===== config.mk =====
export PLATFORM = sky130hd
export DESIGN_NAME = uart_rx_data_sampler
export DESIGN_NICKNAME = d
export VERILOG_FILES = /design/src/rtl/uart_rx_data_sampler.sv
export SDC_FILE = /design/constraint.sdc
export NUM_CORES = 1
export LEC_CHECK = 0
export ABC_AREA = 1
export CORE_MARGIN = 2
export CORE_UTILIZATION = 57
export CTS_BUF_LIST = sky130_fd_sc_hd__clkbuf_4
export CTS_CLUSTER_DIAMETER = 150
export DETAILED_ROUTE_END_ITERATION = 6
export GPL_ROUTABILITY_DRIVEN = 0
export PLACE_DENSITY = 0.85
export SETUP_SLACK_MARGIN = 0.2
export SLEW_MARGIN = 20
export SYNTH_ARGS = -nofsm -noshare
export SYNTH_HDL_FRONTEND = slang
export SYNTH_SLANG_ARGS = --single-unit

===== constraint.sdc =====
create_clock -name clk -period 5 [get_ports clk]
set_input_delay 1 -clock clk [delete_from_list [all_inputs] [get_ports clk]]
set_output_delay 1 -clock clk [all_outputs]
set_load 0.01 [all_outputs]

===== src/rtl/uart_rx_data_sampler.sv =====
// uart_rx_data_sampler: oversampled bit timing with a 3-sample majority-vote RX bit sampler
module uart_rx_data_sampler #(
   parameter int PRESCALE_W = 6,
   parameter int BIT_CNT_W  = 4
) (
   input  logic                  clk,
   input  logic                  reset,
   input  logic                  en,
   input  logic                  rx_in,
   input  logic [PRESCALE_W-1:0] prescale,
   output logic [PRESCALE_W-1:0] edge_cnt,
   output logic [BIT_CNT_W-1:0]  bit_cnt,
   output logic                  bit_done,
   output logic                  sampled_bit,
   output logic                  sample_valid
);
   logic [PRESCALE_W-1:0] ps, ps_ld, m;
   logic                  s0, s1, first, second, third;
   always_comb begin
      ps_ld = (prescale == PRESCALE_W'(8) || prescale == PRESCALE_W'(16) || prescale == PRESCALE_W'(32)) ? prescale : PRESCALE_W'(8);
      m = ps >> 1;
      first = edge_cnt == m - PRESCALE_W'(1);
      second = edge_cnt == m;
      third = edge_cnt == m + PRESCALE_W'(1);
      bit_done = en && edge_cnt == ps - PRESCALE_W'(1);
   end
   // sampled_bit is deliberately left alone while en is low so the last bit stays visible
   always_ff @(posedge clk) begin
      if (reset) begin
         ps <= PRESCALE_W'(8);
         edge_cnt <= '0;
         bit_cnt <= '0;
         sample_valid <= 1'b0;
         s0 <= 1'b0;
         s1 <= 1'b0;
         sampled_bit <= 1'b1;
      end else if (!en) begin
         ps <= ps_ld;
         edge_cnt <= '0;
         bit_cnt <= '0;
         sample_valid <= 1'b0;
         s0 <= 1'b0;
         s1 <= 1'b0;
      end else begin
         edge_cnt <= bit_done ? '0 : edge_cnt + PRESCALE_W'(1);
         bit_cnt <= bit_done ? bit_cnt + BIT_CNT_W'(1) : bit_cnt;
         if (first) s0 <= rx_in;
         if (second) s1 <= rx_in;
         if (third) sampled_bit <= (s0 & s1) | (s0 & rx_in) | (s1 & rx_in);
         sample_valid <= third;
      end
   end
endmodule


==> flow_metrics.env <==
export IMPL_leakagePower_nw=0.774
export IMPL_powerDensity_nw_per_um2=163
export IMPL_fillers=204
export IMPL_synth_compound_area_frac=0.0251
export IMPL_slew_headroom=0.680
export IMPL_pin_count=23
export IMPL_slew_violations=0
export IMPL_max_vdd_ir_drop_mv=0.188
export IMPL_skew_ns=0.0114
export IMPL_grt_setup_unrepaired="false"
export IMPL_clock_fmax_mhz=272
export IMPL_syn_nets=232
export IMPL_fp_dieH_um=53.5
export IMPL_core_area_sq_um=2250
export IMPL_layout_min_cycle_time_ns=3.68
export IMPL_slowest_stage="clkdlybuf4s50_1"
export IMPL_setup_viol=0
export IMPL_htree_num_levels=1
export IMPL_synth_seq_cells=20
export IMPL_synth_top_family_by_area="simple AND/OR/NAND/NOR gates"
export IMPL_arrival_ns=2.68
export IMPL_grt_pass1_vias=1138
export IMPL_period_share=0.735
export IMPL_synth_async_sr_flop_share=0
export IMPL_crit_start="en"
export IMPL_drtPass1Iterations=4
export IMPL_crit_path_start_kind="primary input"
export IMPL_place_ws_ns=1.32
export IMPL_ant_nets=0
export IMPL_utilization=0.731
export IMPL_grt_overflow=0
export IMPL_whs_path_depth=2
export IMPL_cts_root_buffer="clkbuf_4"
export IMPL_hold_buffers=0
export IMPL_cp_top_family="buffers and inverters"
export IMPL_critPathMaxStageDelay_ns=0.55
export IMPL_area_growth_pct=18.0
export IMPL_grt_total_usage=0.233
export IMPL_yosys_cell_types_count=28
export IMPL_reg2reg_to="edge_cnt[5]"
export IMPL_finalSetupTns_ns=0
export IMPL_min_to="s1"
export IMPL_synth_flop_cell="dfxtp_1"
export IMPL_synth_xor_area_share=0.0941
export IMPL_worst_slack_ns=1.32
export IMPL_ys_warn_count=0
export IMPL_nets=256
export IMPL_rrSetupSlack_ns=3.20
export IMPL_seq_area_sq_um=400
export IMPL_routedWlPerCell_um=10.6
export IMPL_synth_yosys_seq_area_share=0.287
export IMPL_diodes=0
export IMPL_ctsResizeCount=0
export IMPL_portBuffers=22
export IMPL_syn_area_per_cell_sq_um=6.46
export IMPL_synthSimpleGateAreaFrac=0.423
export IMPL_hold_viol_final=0
export IMPL_end_kind="output port"
export IMPL_r2r_start="ps[1]"
export IMPL_cts_made_buffers=3
export IMPL_wl_um=2830
export IMPL_die_area_sq_um=2860
export IMPL_synthMuxAreaShare=0
export IMPL_initial_utilization=0.619
export IMPL_cts_num_sinks=20
export IMPL_tightest_slew_ns=0.475
export IMPL_multiInputGateArea_sq_um=842
export IMPL_drt_iter0_drc=25
export IMPL_cts_max_path_buffers=2
export IMPL_clkTransAtPathRegs_ns=0.11
export IMPL_maxCapViolCount=0
export IMPL_layout_drive_gt1_share=0.0753
export IMPL_synth_edff_count=0
export IMPL_grt_max_degree=12
export IMPL_die_w_um=53.5
export IMPL_run_status="finished, final reports clean"
export IMPL_crit_type="in2out"
export IMPL_cts_tree="built"
export IMPL_drc=0
export IMPL_worstHoldStart="s1"
export IMPL_antenna_found_initial=0
export IMPL_cp_max_fo=7
export IMPL_std_cell_rows=17
export IMPL_required_ns=4.00
export IMPL_synth_area_sq_um=1400
export IMPL_reg2regPathDepth=11
export IMPL_num_vias=1311
export IMPL_insertion_delay_ns=0.31
export IMPL_cp_depth=8
export IMPL_dp_hpwl_um=2230
export IMPL_path_cells="clkdlybuf4s50_1, nand3_1, nor2_1, inv_1, nor2_2, nand3_4, inv_1, clkdlybuf4s50_1"
export IMPL_crit_buf_inv=4
export IMPL_grt_pass1_wl_um=4740
export IMPL_synth_fa_ha_area_frac=0.0609
export IMPL_hold_path_class="reg2reg"
export IMPL_cts_setup_buffers=0
export IMPL_syn_inst=216
export IMPL_vias_per_cell=4.91
## worst max-delay path by stage
stage          endpoint  slack (ns)
2_1_floorplan  bit_done        2.45
3_3_place_gp   bit_done        1.34
3_5_place_dp   bit_done        1.32
4_1_cts        bit_done        1.32
5_1_grt        bit_done        1.20
6_report       bit_done        1.32
## layout by cell type (no fill, tap or decap), drive strengths merged
master,instances
nor2,36
clkbuf,3
nand3,18
nor4,1
clkdlybuf4s50,22
nand2,71
dfxtp,20
or2,1
nand3b,1
xor2,8
xnor2,4
nor3,3
inv,33
maj3,1
and3,2
o21ai,3
ha,6
clkinv,1
a21oi,4
nand4,1
## worst min-delay path, cell delays in order, from the launching register on
cell,delay (ns)
dfxtp_1,0.33
nor2_1,0.09
nor2_1,0.05
## logic make-up after synthesis
kind of cell / Yosys count
buffers and inverters: 36
AND/OR/NAND/NOR: 134
adder cells (fa/ha/maj): 7
XOR/XNOR: 12
flip-flops: 20
AO/OA/AOI/OAI: 7
## registers in the layout, summed over array words and instances, names as in the netlist
name,flops
sampled_bit,1
s0,1
ps,6
sample_valid,1
s1,1
bit_cnt,4
edge_cnt,6
## layer usage
layer | vias to the layer above | global-route usage | wire, um
met5 | - | 0 | 0
met4 | 0 | 0.111 | 48
met3 | 5 | 0.0452 | 191
met2 | 41 | 0.381 | 1320
met1 | 560 | 0.289 | 1270
li1 | 705 | - | -
## per-stage QoR
| step | area, sq um | instances | hold slack (ns) | power [mW] |
|---|---|---|---|---|
| after floorplan | 1400 | 216 | 0.458 | 0.177 |
| after global placement | 1620 | 263 | 0.469 | 0.189 |
| after detailed placement | 1620 | 263 | 0.475 | 0.190 |
| after CTS | 1650 | 267 | 0.496 | 0.271 |
| after global routing | 1650 | 267 | 0.520 | 0.280 |
| final | 1650 | 267 | 0.494 | 0.268 |
## synthesized netlist by cell type, types with 3 or more instances
| library cell | n | share of area |
|---|---|---|
| a21oi_1 | 4 | 0.014 |
| dfxtp_1 | 20 | 0.29 |
| ha_1 | 6 | 0.054 |
| inv_1 | 30 | 0.081 |
| inv_2 | 3 | 0.0081 |
| nand2_1 | 69 | 0.19 |
| nand3_1 | 16 | 0.057 |
| nor2_1 | 33 | 0.089 |
| o21ai_0 | 3 | 0.011 |
| xor2_1 | 8 | 0.050 |
## power breakdown
group / switching, mW / total, mW / internal, mW
clock: 0.0524 / 0.0816 / 0.0292
sequential: 0.00204 / 0.162 / 0.160
combinational: 0.0119 / 0.0239 / 0.0120
total: 0.0663 / 0.268 / 0.201
## layout make-up
cell class              count  area share
well taps                  28      0.0213
flip-flops and latches     20       0.243
multi-input cells         160       0.511
repair buffers             22       0.134
clock inverters             1     0.00228
clock buffers               3      0.0137
inverters                  33      0.0752
No activity file was read; power rests on OpenSTA's default activity.
